### config.mk
export PLATFORM = sky130hd
export DESIGN_NAME = irq_scan_arbiter_flat
export DESIGN_NICKNAME = d
export VERILOG_FILES = /design/src/rtl/irq_scan_arbiter_pkg.sv /design/src/rtl/irq_scan_arbiter_if.sv /design/src/rtl/irq_scan_arbiter_bitsel.sv /design/src/rtl/irq_scan_arbiter.sv /design/src/flat_wrapper.sv
export SDC_FILE = /design/constraint.sdc
export NUM_CORES = 1
export LEC_CHECK = 0
export ABC_AREA = 1
export CAP_MARGIN = 20
export CELL_PAD_IN_SITES_DETAIL_PLACEMENT = 0
export CELL_PAD_IN_SITES_GLOBAL_PLACEMENT = 1
export CORE_MARGIN = 2
export CORE_UTILIZATION = 32
export DETAILED_ROUTE_END_ITERATION = 7
export GPL_TIMING_DRIVEN = 1
export PLACE_DENSITY = 0.95
export SLEW_MARGIN = 15
export SYNTH_ARGS = -nofsm -noshare
export SYNTH_HDL_FRONTEND = slang
export SYNTH_SLANG_ARGS = --single-unit
### constraint.sdc
create_clock -name clk -period 2.6 [get_ports clk]
set_input_delay 0.65 -clock clk [delete_from_list [all_inputs] [get_ports clk]]
set_output_delay 0.65 -clock clk [all_outputs]
set_load 0.02 [all_outputs]
### src/rtl/irq_scan_arbiter_pkg.sv
// Shared state encoding and wrap-increment helper for the scanning interrupt arbiter.
// Latency: n/a (package only).
// Backpressure: n/a (package only).
package irq_scan_arbiter_pkg;

    typedef enum logic [1:0] {
        IDLE  = 2'd0,
        SCAN  = 2'd1,
        GRANT = 2'd2
    } state_t;

    // Explicit wrap so non-power-of-2 widths never produce an out-of-range index.
    function automatic int unsigned wrap_inc(input int unsigned idx, input int unsigned width);
        return (idx == width - 1) ? 0 : idx + 1;
    endfunction

endpackage

### src/rtl/irq_scan_arbiter_if.sv
// Request/grant bundle between the request sources, the scanning arbiter and its consumer.
// Latency: n/a (wiring only); optional stats outputs appear when IRQ_SCAN_STATS_EN is defined.
// Backpressure: grant_valid/grant_id held by the arbiter until grant_ack.
interface irq_scan_arbiter_if #(
    parameter int WIDTH = 32
);
    localparam int POW = $clog2(WIDTH);

    logic             enable;
    logic [WIDTH-1:0] req;
    logic [WIDTH-1:0] mask;
    logic             grant_valid;
    logic [POW-1:0]   grant_id;
    logic             grant_ack;
    logic             busy;
    logic [POW-1:0]   scan_idx;
`ifdef IRQ_SCAN_STATS_EN
    logic [31:0]      grant_cnt;
    logic [15:0]      miss_cnt;
`endif

    modport master (
        input  enable, req, mask, grant_ack,
`ifdef IRQ_SCAN_STATS_EN
        output grant_cnt, miss_cnt,
`endif
        output grant_valid, grant_id, busy, scan_idx
    );

    modport slave (
        output enable, req, mask, grant_ack,
`ifdef IRQ_SCAN_STATS_EN
        input  grant_cnt, miss_cnt,
`endif
        input  grant_valid, grant_id, busy, scan_idx
    );

endinterface

### src/rtl/irq_scan_arbiter_bitsel.sv
// Generic single-bit selector: hit = din[sel], zero for any index beyond WIDTH-1.
// Latency: combinational.
// Backpressure: none.
module irq_scan_arbiter_bitsel #(
    parameter  int WIDTH = 32,
    localparam int POW   = $clog2(WIDTH)
) (
    input  logic [WIDTH-1:0] din,
    input  logic [POW-1:0]   sel,
    output logic             hit
);

    assign hit = (sel <= POW'(WIDTH - 1)) ? din[sel] : 1'b0;

endmodule

### src/rtl/irq_scan_arbiter.sv
// Round-robin scanning arbiter: walks one mux index per cycle over req&mask and grants the first hit.
// Latency: grant_valid rises k+2 cycles after a request is seen idle (k = offset from ptr), at most WIDTH+1.
// Backpressure: grant held stable until grant_ack; stats counters exist only with IRQ_SCAN_STATS_EN.
module irq_scan_arbiter
    import irq_scan_arbiter_pkg::*;
#(
    parameter int WIDTH = 32
) (
    input  logic               clk,
    input  logic               rst_n,
    irq_scan_arbiter_if.master bus
);

    localparam int             POW  = $clog2(WIDTH);
    localparam logic [POW-1:0] LAST = POW'(WIDTH - 1);

    state_t           state_q, state_d;
    logic [POW-1:0]   ptr_q, ptr_d;
    logic [POW-1:0]   idx_q, idx_d;
    logic [POW-1:0]   cnt_q, cnt_d;
    logic [POW-1:0]   gid_q, gid_d;
    logic             gvld_q, gvld_d;
    logic [WIDTH-1:0] eff_req;
    logic             any_req;
    logic             hit;
    logic             accept;
    logic             lap_miss;

    function automatic logic [POW-1:0] nxt(input logic [POW-1:0] i);
        return POW'(wrap_inc(32'(i), WIDTH));
    endfunction

    assign eff_req = bus.req & bus.mask;
    assign any_req = |eff_req;

    irq_scan_arbiter_bitsel #(.WIDTH(WIDTH)) u_bitsel (
        .din (eff_req),
        .sel (idx_q),
        .hit (hit)
    );

    always_comb begin
        state_d  = state_q;
        ptr_d    = ptr_q;
        idx_d    = idx_q;
        cnt_d    = cnt_q;
        gid_d    = gid_q;
        gvld_d   = gvld_q;
        accept   = 1'b0;
        lap_miss = 1'b0;
        case (state_q)
            IDLE: begin
                if (bus.enable && any_req) begin
                    state_d = SCAN;
                    idx_d   = ptr_q;
                    cnt_d   = '0;
                end
            end
            SCAN: begin
                // Disable wins over a same-cycle hit: an aborted scan never grants.
                if (!bus.enable) begin
                    state_d = IDLE;
                end else if (hit) begin
                    gid_d   = idx_q;
                    gvld_d  = 1'b1;
                    state_d = GRANT;
                end else if (cnt_q == LAST) begin
                    state_d  = IDLE;
                    lap_miss = 1'b1;
                end else begin
                    idx_d = nxt(idx_q);
                    cnt_d = cnt_q + 1'b1;
                end
            end
            GRANT: begin
                if (gvld_q && bus.grant_ack) begin
                    accept = 1'b1;
                    gvld_d = 1'b0;
                    ptr_d  = nxt(gid_q);
                    if (bus.enable && any_req) begin
                        state_d = SCAN;
                        idx_d   = nxt(gid_q);
                        cnt_d   = '0;
                    end else begin
                        state_d = IDLE;
                    end
                end
            end
            default: state_d = IDLE;
        endcase
    end

    always_ff @(posedge clk or negedge rst_n) begin
        if (!rst_n) begin
            state_q <= IDLE;
            ptr_q   <= '0;
            idx_q   <= '0;
            cnt_q   <= '0;
            gid_q   <= '0;
            gvld_q  <= 1'b0;
        end else begin
            state_q <= state_d;
            ptr_q   <= ptr_d;
            idx_q   <= idx_d;
            cnt_q   <= cnt_d;
            gid_q   <= gid_d;
            gvld_q  <= gvld_d;
        end
    end

    assign bus.grant_valid = gvld_q;
    assign bus.grant_id    = gid_q;
    assign bus.busy        = (state_q != IDLE);
    assign bus.scan_idx    = idx_q;

`ifdef IRQ_SCAN_STATS_EN
    logic [31:0] grant_cnt_q;
    logic [15:0] miss_cnt_q;

    always_ff @(posedge clk or negedge rst_n) begin
        if (!rst_n) begin
            grant_cnt_q <= '0;
            miss_cnt_q  <= '0;
        end else begin
            if (accept && (grant_cnt_q != '1)) grant_cnt_q <= grant_cnt_q + 1'b1;
            if (lap_miss && (miss_cnt_q != '1)) miss_cnt_q <= miss_cnt_q + 1'b1;
        end
    end

    assign bus.grant_cnt = grant_cnt_q;
    assign bus.miss_cnt  = miss_cnt_q;
`else
    logic unused_stats;
    assign unused_stats = accept ^ lap_miss;
`endif

endmodule

### src/flat_wrapper.sv
// flat-port wrapper written by rule: the top's interface ports become plain ports
module irq_scan_arbiter_flat import irq_scan_arbiter_pkg::*;
#(
    parameter int WIDTH = 32
)
  (clk, rst_n, bus_enable, bus_req, bus_mask, bus_grant_ack, bus_grant_valid, bus_grant_id, bus_busy, bus_scan_idx);
  irq_scan_arbiter_if #(.WIDTH(WIDTH)) bus_i ();
  input  logic clk;
  input  logic rst_n;
  input wire logic [$bits(bus_i.enable)-1:0] bus_enable;
  input wire logic [$bits(bus_i.req)-1:0] bus_req;
  input wire logic [$bits(bus_i.mask)-1:0] bus_mask;
  input wire logic [$bits(bus_i.grant_ack)-1:0] bus_grant_ack;
  output wire logic [$bits(bus_i.grant_valid)-1:0] bus_grant_valid;
  output wire logic [$bits(bus_i.grant_id)-1:0] bus_grant_id;
  output wire logic [$bits(bus_i.busy)-1:0] bus_busy;
  output wire logic [$bits(bus_i.scan_idx)-1:0] bus_scan_idx;
  assign bus_i.enable = bus_enable;
  assign bus_i.req = bus_req;
  assign bus_i.mask = bus_mask;
  assign bus_i.grant_ack = bus_grant_ack;
  assign bus_grant_valid = bus_i.grant_valid;
  assign bus_grant_id = bus_i.grant_id;
  assign bus_busy = bus_i.busy;
  assign bus_scan_idx = bus_i.scan_idx;
  irq_scan_arbiter #(.WIDTH(WIDTH)) u_core (.clk(clk), .rst_n(rst_n), .bus(bus_i));
endmodule
-- After elaboration in Yosys (flattened, before gate mapping)
Cells that the tools add are included.
- ROM bits: 0
- bits in registers: 23
- memories kept: 0
- input bits: 68
- memory bits (writable): 0
- latch bits: 0
- word-level logic and storage cells: 67
- output and inout port bits: 12
- shift operators: 0
- div/mod/pow operators: 0
- bitwise operators: 1
- reduce and logical (&&, ||, !) cells: 13
- mux-type cells: 29
- add/sub/neg operators: 3
- multiply operators: 0
- $lt $le $gt $ge: 2
- equality and inequality tests: 13
- operators with widths (kind ; number):
    $mux W5 ; 13
    $and A32 B32 Y32 ; 1
    $reduce_or A32 Y1 ; 1
    $pmux W5 S3 ; 2
    $add A5 B1 Y5 const B ; 3
    $eq A5 B5 Y1 const B ; 3
    $mux W2 ; 5
    $ne A2 B1 Y1 const B ; 4
    $reduce_and A7 Y1 ; 1
    $lt A5 B6 Y1 const B ; 1
    $mux W1 ; 6
    $ne A2 B2 Y1 const B ; 3
    $pmux W2 S3 ; 1
    $reduce_and A3 Y1 ; 2
    $bmux W1 S5 ; 1
    $le A5 B5 Y1 const B ; 1
    $reduce_and A5 Y1 ; 1
    $ne A4 B2 Y1 const B ; 1
    $reduce_and A4 Y1 ; 1
    $reduce_bool A2 Y1 ; 2
    $reduce_bool A3 Y1 ; 1
    $eq A2 B1 Y1 const B ; 1
    $eq A2 B2 Y1 const B ; 1
    $logic_and A1 B1 Y1 ; 2
    3 further kinds ; 3

-- Logic depth before layout (Yosys ltp)
Gate-level depths: netlist of run 1.
- depth after elaboration: 7
- gate-level depth with buffers: 13
- depth with buffers taken out: 13

-- Hierarchy
From an unflattened synthesis of run 1, not the netlist that was laid out.
- cell total of the unflattened synthesis: 347
- area, all modules: 2133.3 µm²
- modules (own cells, without submodules) (module ; sequential area each (µm²) ; cells an instance ; times used ; area each (µm²)):
    irq_scan_arbiter ; 575.6 ; 269 ; 1 ; 1757.9
    irq_scan_arbiter_bitsel ; 0.0 ; 78 ; 1 ; 375.4

-- Worst setup path after synthesis of run 1
No wires, ideal clock.
- path type: register to register
- start: register u_core.gid_q[0] (netlist: u_core.bus.grant_id[0])
- end: register u_core.idx_q[3] (netlist: u_core.bus.scan_idx[3])
- data required time: 2.534 ns
- library setup time: 0.066 ns
- period minus slack after synthesis: 1.801 ns
- cell stages (with the launch flop): 11
- arrival: 1.735 ns
- buffers on the path: 0
- setup slack: 0.799 ns
- path through: dfrtp_1 -> ha_1 -> nand2_1 -> nor2_1 -> ha_1 -> a21oi_1 -> o21ai_0 -> or2_2 -> a31oi_1 -> nand3_1 -> nand2_1
- cells in the longest elaborated chain, start to end: 5
- elaborated cells on any way between the ends: 6
- classes of those cells: add/sub (1); eq/ne (1); mux (4)
- RTL lines (what ; line ; source):
    from (decl) ; irq_scan_arbiter.sv:21 ; logic [POW-1:0] gid_q, gid_d;
    from (signal assigned) ; irq_scan_arbiter.sv:106 ; gid_q <= gid_d;
    $add A5 B1 Y5 or $eq A5 B5 Y1 (tied branches) ; irq_scan_arbiter_pkg.sv:14 ; return (idx == width - 1) ? 0 : idx + 1;
    $mux W5 * ; irq_scan_arbiter_pkg.sv:14 ;
    $mux W5 * ; irq_scan_arbiter.sv:80 ; if (bus.enable && any_req) begin
    $mux W5 * ; irq_scan_arbiter.sv:76 ; if (gvld_q && bus.grant_ack) begin
    $pmux W5 S3 * ; irq_scan_arbiter.sv:51 ; case (state_q)
    to (signal assigned) ; irq_scan_arbiter.sv:104 ; idx_q <= idx_d;
    to (decl) ; irq_scan_arbiter.sv:19 ; logic [POW-1:0] idx_q, idx_d;
Every way passes the cells marked *; elsewhere a longest branch is shown, timed or not. The select of a mux whose other input is x is not followed.
A chain may end at the register's enable or synchronous reset.

-- Worst setup path after layout of run 1
- start: register u_core.state_q[0]
- end: output port bus_busy
- cells in the longest elaborated chain, start to end: 1
- RTL lines (what ; line ; source):
    from (decl) ; irq_scan_arbiter.sv:17 ; state_t state_q, state_d;
    from (signal assigned) ; irq_scan_arbiter.sv:102 ; state_q <= state_d;
    $reduce_bool A2 Y1 ; irq_scan_arbiter.sv:113 ; assign bus.busy = (state_q != IDLE);
    to (decl) ; flat_wrapper.sv:16 ; output wire logic [$bits(bus_i.busy)-1:0] bus_busy;
No other way between the ends.

==> flow_summary.yaml, run 1 <==
critical_path:
  arrival_ns: 1.66
  reg2reg_depth: 12
  slowest_delay_ns: 0.60
  cp.depth: 4
  r2r_slack_ns: 0.45
  crit_family: "buffers and inverters"
  cpMostUsedCell: "inv_1"
  r2r_end: "u_core.cnt_q[1]"
  path_max_fanout: 4
  crit_chain: "inv_1, ha_1, inv_1, clkdlybuf4s50_1"
  end_kind: "primary output"
  slowest_stage: "clkdlybuf4s50_1"
  critPathLaunchType: "flip-flop"
  crit_buf_inv: 3
  cp.required_ns: 1.95
  worstReg2RegStart: "u_core.bus.scan_idx[0]"
  critical_path_class: "reg2out"
timing:
  hold_violations: 0
  fin_ws_ns: 0.289
  final-setup-viol-count: 0
  rsz0062_at_grt: "false"
  fmax_ghz: 0.433
  skew_ns: 0.00210
  period_needed_ns: 2.31
  worstMarginPinSlew_ns: 0.432
  fin_crit_sh_pct: 88.9
  tns_ns: 0
  slew_violations: 0
  slew_headroom_pct: 71.2
cells_and_area:
  nNetsFinal: 475
  stdcell_count: 471
  drive_gt1_share_pct: 4.04
  syn2layout_area_growth_pct: 43.4
  fin_util_pct: 48.3
  n_antenna_cell: 0
yosys:
  ys_ff_latch: 23
  synth_area_um2: 2020
  yosysSeqAreaShare_pct: 28.5
  synthesis.instances: 318
  synth-compound-area-share_pct: 6.33
  synth_fa_ha_area_share_pct: 6.20
  yosys.area_share.simple_pct: 51.3
  synthMuxAreaShare_pct: 0
  synth_top_cell_by_area: "dfrtp_1"
  avgSynthCellArea_um2: 6.34
  yosys.area_share.xor_xnor_pct: 0.434
  synthTopCellsByArea: "dfrtp_1 (29%), nand2_1 (22%), nand3_1 (19%)"
  yosysWarnings: 0
  synth_top_family_by_area: "simple AND/OR/NAND/NOR gates"
  synth_fp_nets: 396
  synth_cell_types: 29
  synth_top_area_share_pct: 28.5
min_path:
  hp-start: "u_core.ptr_q[1]"
  hold_depth: 2
  hold_end: "u_core.ptr_q[1]"
  hp-class: "reg2reg"
place:
  pre_cts_slack_ns: 0.129
  numPortBuffers: 79
  dp_hpwl_um: 4960
  gp_congestion: 0.838
  dp.cells: 467
clocking:
  ctsHoldBuffers: 0
  cts_buffer_depth: 2
  ctsResizeCount: 0
  htreeDepth: 1
  cts_setup_buffers: 0
  clk_pin_slew_ns: 0.09
  cts_tree: "yes"
  cts_buffers: 3
  cts-root-buf: "clkbuf_8"
  clock_sinks: 23
  clock_latency_ns: 0.27
floorplanning:
  fp.dieH_um: 83.4
  dieArea_um2: 6950
  core_area_um2: 5990
  die_w_um: 83.4
  num_rows: 28
  initial_utilization_pct: 33.7
  io_pins: 80
global_route:
  grt_remaining_overflow: 0
  grt_pass1_vias: 2143
  grt_antenna_before_repair: 0
  track_usage_pct: 17.4
  grt_pass1_wl_um: 10100
  grt_max_degree: 24
job:
  cap_violations: 0
power_and_ir_drop:
  power_leakage_nw: 1.35
  post-layout-total-power_mw: 2.61
  pwr_density_cell_nw_per_um2: 901
  peakVddDrop_mv: 0.551
route:
  antenna_left: 0
  drc_errors: 0
  viasPerCell: 4.97
  finalWirelength_um: 6200
  num_vias: 2342
  wl_per_cell_um: 13.2
  drtIter0Drc: 126
  firstDrtPassIters: 4
status:
  outcome: "complete, no violations"
-- sequential cells by signal (all words and copies together) (netlist names) --
register	flops
u_core.cnt_q	5
u_core.bus.grant_valid	1
u_core.state_q	2
u_core.ptr_q	5
u_core.bus.scan_idx	5
u_core.bus.grant_id	5
-- worst max path at each step --
stage                                 startpoint                     end  slack [ns]
after floorplan           u_core.bus.grant_id[0]  u_core.bus.scan_idx[3]        0.80
after global placement                bus_req[7]  u_core.bus.scan_idx[3]        0.20
after detailed placement            bus_mask[14]  u_core.bus.scan_idx[0]        0.13
after CTS                      u_core.state_q[0]                bus_busy        0.29
after global routing           u_core.state_q[0]                bus_busy        0.20
final                          u_core.state_q[0]                bus_busy        0.29
-- through the flow --
stage	hold slack (ns)	instance area [um^2]
3_5_place_dp	0.469	2850
3_3_place_gp	0.463	2850
5_1_grt	0.520	2890
6_report	0.484	2890
2_1_floorplan	0.354	2020
4_1_cts	0.492	2890
-- logic make-up (layout without fill, tap and decap cells) --
group | after synthesis | after routing
DFF | 23 | 23
and+or+nand+nor | 236 | 236
AOI/OAI and AO/OA | 22 | 22
buffers and inverters | 26 | 104
adders and majority gates | 10 | 10
xor gates and xnor gates | 1 | 1
-- synthesized netlist by cell type, drive strengths merged --
| cell | n |
|---|---|
| a21boi | 1 |
| a21oi | 5 |
| a31oi | 4 |
| buf | 8 |
| clkinv | 1 |
| dfrtp | 23 |
| ha | 10 |
| inv | 17 |
| nand2 | 122 |
| nand3 | 79 |
| nand3b | 2 |
| nand4 | 2 |
| nor2 | 28 |
| nor3b | 2 |
| o21a | 1 |
| o21ai | 10 |
| o221ai | 1 |
| or2 | 1 |
| xor2 | 1 |
-- cells in the final DEF, fill, tap and decap left out, types with 2 or more instances in the layout --
cell,count
nand3_2,2
inv_1,15
nand2_4,2
clkdlybuf4s50_1,79
dfrtp_1,23
ha_1,10
nand2_1,119
buf_4,3
nor2_1,28
o21ai_0,5
nor3b_1,2
o21ai_1,5
nand4_1,2
nand3b_1,2
nand3_1,77
a21oi_1,4
clkbuf_8,3
a31oi_1,4
inv_2,2
-- worst register-to-register path: cells and delay by family, from the launching register on --
kind	cells	cell delay [ns]
flops	1	0.61
fa+ha+maj	2	0.42
simple gates	10	1.07
-- power by group --
part           internal, mW  switching, mW  total, mW  leakage [nW]
clock network         0.107          0.121      0.228        0.0255
registers             0.494          0.176      0.670         0.302
logic                 0.677           1.03       1.71          1.03
total                  1.28           1.33       2.61          1.35
-- cell type report --
type                            instances  area (um^2)
Clock buffer                            3         41.3
Tap cell                               75         93.8
Timing Repair Buffer                   82          813
Sequential cell                        23          576
Inverter                               18         67.6
Fill cell                             609         3100
Multi-Input combinational cell        269         1300
Clock inverter                          1         5.00
-- layer usage --
layer | up-vias | track usage (%) | wire, um
met4 | 0 | 2.68 | 103
met2 | 56 | 29.5 | 2900
met5 | - | 0 | 0
li1 | 1214 | - | -
met1 | 1064 | 23.2 | 2970
met3 | 8 | 3.58 | 230
Note: power is estimated with default switching activity, not from simulation.
==> run 2: changes to the inputs <==
- MAX_ROUTING_LAYER: default -> met4
==> flow_summary.yaml, run 2 (synthesized netlist as in run 1, its figures left out) <==
status:
  outcome: "complete, no violations"
floorplanning:
  num_rows: 28
  initial_utilization_pct: 33.7
  io_pins: 80
  fp.dieH_um: 83.4
  dieArea_um2: 6950
  die_w_um: 83.4
  core_area_um2: 5990
clocking:
  clock_sinks: 23
  clk_pin_slew_ns: 0.09
  ctsHoldBuffers: 0
  cts_tree: "yes"
  ctsResizeCount: 0
  htreeDepth: 1
  cts-root-buf: "clkbuf_8"
  clock_latency_ns: 0.27
  cts_buffers: 3
  cts_buffer_depth: 2
  cts_setup_buffers: 0
global_route:
  grt_max_degree: 24
  grt_pass1_vias: 2138
  grt_remaining_overflow: 0
  grt_pass1_wl_um: 10100
  grt_antenna_before_repair: 0
  track_usage_pct: 17.9
cells_and_area:
  final_area_um2: 2890
  syn2layout_area_growth_pct: 43.4
  stdcell_count: 471
  multi_input_area_um2: 1300
  seq_area_um2: 576
  mostFrequentLayoutCells: "nand2_1 (119), clkdlybuf4s50_1 (79), nand3_1 (77), nor2_1 (28), dfrtp_1 (23)"
  layout.cells.most_common: "nand2_1"
  nFillCells: 609
  n_antenna_cell: 0
  nNetsFinal: 475
  drive_gt1_share_pct: 4.04
timing:
  fmax_ghz: 0.435
  slew_violations: 0
  final-setup-viol-count: 0
  fin_crit_sh_pct: 88.4
  period_needed_ns: 2.30
  worstMarginPinSlew_ns: 0.428
  slew_headroom_pct: 71.5
  rsz0062_at_grt: "false"
  tns_ns: 0
  hold_violations: 0
  skew_ns: 0.00383
power_and_ir_drop:
  power_leakage_nw: 1.35
  post-layout-total-power_mw: 2.60
  pwr_density_cell_nw_per_um2: 900
  peakVddDrop_mv: 0.551
critical_path:
  slowest_delay_ns: 0.60
  cp.required_ns: 1.95
  slowest_stage: "clkdlybuf4s50_1"
  path_max_fanout: 4
  crit_family: "buffers and inverters"
  crit_buf_inv: 3
  startpoint: "u_core.state_q[0]"
  end_kind: "primary output"
  crit_chain: "inv_1, ha_1, inv_1, clkdlybuf4s50_1"
  worstReg2RegStart: "u_core.bus.scan_idx[0]"
  arrival_ns: 1.65
  critPathLaunchType: "flip-flop"
  cpMostUsedCell: "inv_1"
  critical_path_class: "reg2out"
route:
  antenna_left: 0
  num_vias: 2346
  firstDrtPassIters: 4
  drc_errors: 0
  drtIter0Drc: 133
  finalWirelength_um: 6190
  wl_per_cell_um: 13.1
  viasPerCell: 4.98
min_path:
  hp-start: "u_core.ptr_q[1]"
  hp-class: "reg2reg"
job:
  cap_violations: 0
place:
  gp_congestion: 0.851
  numPortBuffers: 79
  dp.cells: 467
  dp_hpwl_um: 4960
  postPlaceCellArea_um2: 2850
-- run 2: cell counts in the layout (fill, tap and decap cells not counted) --
Identical to the previous run, type by type.
-- run 2: layout make-up --
cell class	count	share of cell area, %
Multi-Input combinational cell	269	44.8
Timing Repair Buffer	82	28.1
Sequential cell	23	19.9
Tap cell	75	3.24
Inverter	18	2.34
Clock buffer	3	1.43
Clock inverter	1	0.173
-- run 2: report_power, final --
group / internal (mW) / leakage, nW / switching, mW
clock network: 0.107 / 0.0255 / 0.119
registers: 0.494 / 0.302 / 0.176
logic: 0.677 / 1.03 / 1.03
total: 1.28 / 1.35 / 1.33
-- run 2: final timing paths --
kind / to / slack, ns / cells after the start
setup / recovery: bus_busy / 0.30 / 4
hold / removal: u_core.ptr_q[1] / 0.48 / 2
setup reg to reg: u_core.cnt_q[1] / 0.46 / 12
hold reg to reg: u_core.ptr_q[1] / 0.48 / 2
max in group asynchronous: u_core.ptr_q[2] / 1.61 / 2
min in group asynchronous: u_core.bus.grant_id[0] / 0.76 / 2
-- run 2: worst min-delay path, delay by kind of cell, from the launching register on --
family / cells / cell delay [ns]
flip-flops: 1 / 0.35
AND/OR/NAND/NOR: 2 / 0.10
-- run 2: metal layers --
layer	vias to the layer above	wire, um	global-route usage [%]
met5	-	0	-
met4	0	111	2.68
met3	10	224	3.48
met2	58	2900	29.5
met1	1064	2960	23.3
li1	1214	-	-
-- run 2: stage by stage --
stage                     worst slack [ns]  utilization, %  hold slack (ns)
after floorplan                      0.799               -            0.354
after global placement               0.197            47.5            0.463
after detailed placement             0.129            47.5            0.469
after CTS                            0.288            48.3            0.492
after global routing                 0.196            48.3            0.520
final                                0.300            48.3            0.484
==> run 3: changes to the inputs <==
- CTS_BUF_LIST: default -> sky130_fd_sc_hd__clkbuf_4
- PLACE_DENSITY: 0.95 -> default
- PLACE_DENSITY_LB_ADDON: default -> 0.1
- clock period: 2.6 -> 2.66 ns (I/O delays scaled with it)
==> flow_summary.yaml, run 3 (synthesized netlist as in run 1, its figures left out) <==
status:
  outcome: "complete, no violations"
critical_path:
  startpoint: "u_core.bus.scan_idx[0]"
  slowest_stage: "dfrtp_1"
  arrival_ns: 1.86
  reg2reg_depth: 11
  path_max_fanout: 12
  slowest_delay_ns: 0.63
  critical_path_class: "reg2out"
  r2r_end: "u_core.bus.scan_idx[2]"
  endpoint: "bus_scan_idx[0]"
  r2r_slack_ns: 0.56
  crit_chain: "buf_4, clkdlybuf4s50_1"
  worstReg2RegStart: "u_core.bus.scan_idx[0]"
  cp.required_ns: 2.00
  end_kind: "primary output"
  critPathLaunchType: "flip-flop"
timing:
  fmax_ghz: 0.396
  worstMarginPinSlew_ns: 0.436
  final-setup-viol-count: 0
  rsz0062_at_grt: "false"
  hold_violations: 0
  slew_headroom_pct: 71.0
  slew_violations: 0
  skew_ns: 0.00931
  period_needed_ns: 2.52
  fin_crit_sh_pct: 94.9
  fin_ws_ns: 0.136
  tns_ns: 0
route:
  drtIter0Drc: 110
  num_vias: 2335
  finalWirelength_um: 6200
  antenna_left: 0
  viasPerCell: 4.94
  drc_errors: 0
  wl_per_cell_um: 13.1
  firstDrtPassIters: 4
clocking:
  cts_setup_buffers: 0
  htreeDepth: 1
  clock_sinks: 23
  clock_latency_ns: 0.32
  cts_buffers: 3
  clk_pin_slew_ns: 0.13
  cts-root-buf: "clkbuf_4"
  cts_buffer_depth: 2
  cts_tree: "yes"
  ctsHoldBuffers: 0
  ctsResizeCount: 0
place:
  dp_hpwl_um: 5010
  gp_congestion: 0.838
  pre_cts_slack_ns: 0.330
  postPlaceCellArea_um2: 2860
  numPortBuffers: 79
cells_and_area:
  n_antenna_cell: 0
  mostFrequentLayoutCells: "nand2_1 (119), clkdlybuf4s50_1 (79), nand3_1 (77), nor2_1 (28), dfrtp_1 (23)"
  layout.cells.most_common: "nand2_1"
  final_area_um2: 2890
  seq_area_um2: 576
  nFillCells: 649
  fin_util_pct: 48.3
  drive_gt1_share_pct: 4.52
  nNetsFinal: 477
  multi_input_area_um2: 1300
  syn2layout_area_growth_pct: 43.4
global_route:
  grt_pass1_vias: 2241
  grt_max_degree: 24
  grt_antenna_before_repair: 0
  grt_remaining_overflow: 0
  grt_pass1_wl_um: 10600
  track_usage_pct: 18.9
power_and_ir_drop:
  power.internal_mw: 1.24
  peakVddDrop_mv: 0.450
  power_leakage_nw: 1.36
  clockPowerShare_pct: 6.9
  swShare_pct: 51.0
  switchingPower_mw: 1.30
  pwr_density_cell_nw_per_um2: 878
  sequentialPowerShare_pct: 25.4
  p_comb_share_pct: 67.7
floorplanning:
  io_pins: 80
  dieArea_um2: 6950
  num_rows: 28
  die_w_um: 83.4
  initial_utilization_pct: 33.7
  core_area_um2: 5990
  fp.dieH_um: 83.4
min_path:
  hp-class: "reg2reg"
job:
  cap_violations: 0
run 3: power groups by stage:
stage | combinational (mW) | sequential [mW] | clock [mW]
final | 1.72 | 0.644 | 0.176
after global routing | 1.93 | 0.674 | 0.204
after CTS | 1.73 | 0.646 | 0.190
after detailed placement | 1.72 | 0.654 | 0
after global placement | 1.72 | 0.651 | 0
after floorplan | 1.12 | 0.671 | 0
run 3: stage by stage:
step / std cells / hold WS (ns) / power (mW)
after floorplan: 318 / 0.369 / 1.79
after global placement: 469 / 0.467 / 2.37
after detailed placement: 469 / 0.466 / 2.37
after CTS: 473 / 0.497 / 2.56
after global routing: 473 / 0.551 / 2.80
final: 473 / 0.493 / 2.54
run 3: worst max-delay path, delay by kind of cell (launching register included):
family	cells	cell delay, ns
buf+inv	2	0.92
flops	1	0.63
run 3: layout make-up:
type | instances | area share (%)
clock buffers | 4 | 1.04
repair buffers | 84 | 28.6
inverters | 18 | 2.34
flip-flops and latches | 23 | 19.9
well taps | 75 | 3.25
multi-input cells | 269 | 44.8
run 3: worst min-delay path by stage:
stage | end | slack, ns | from | cells after the start
finish | u_core.ptr_q[1] | 0.49 | u_core.ptr_q[1] | 2
floorplan | u_core.bus.grant_id[0] | 0.37 | rst_n | 0
detailed placement | u_core.ptr_q[1] | 0.47 | u_core.ptr_q[1] | 2
global placement | u_core.ptr_q[1] | 0.47 | u_core.ptr_q[1] | 2
CTS | u_core.ptr_q[1] | 0.50 | u_core.ptr_q[1] | 2
global route | u_core.cnt_q[4] | 0.55 | u_core.cnt_q[4] | 2
run 3: routing by layer:
layer	up-vias	share of wire, %	global-route usage [%]
met3	2	5.0	3.58
met1	1044	49	25.3
met4	0	0.37	1.79
met5	-	0	-
li1	1224	-	-
met2	65	45	31.0
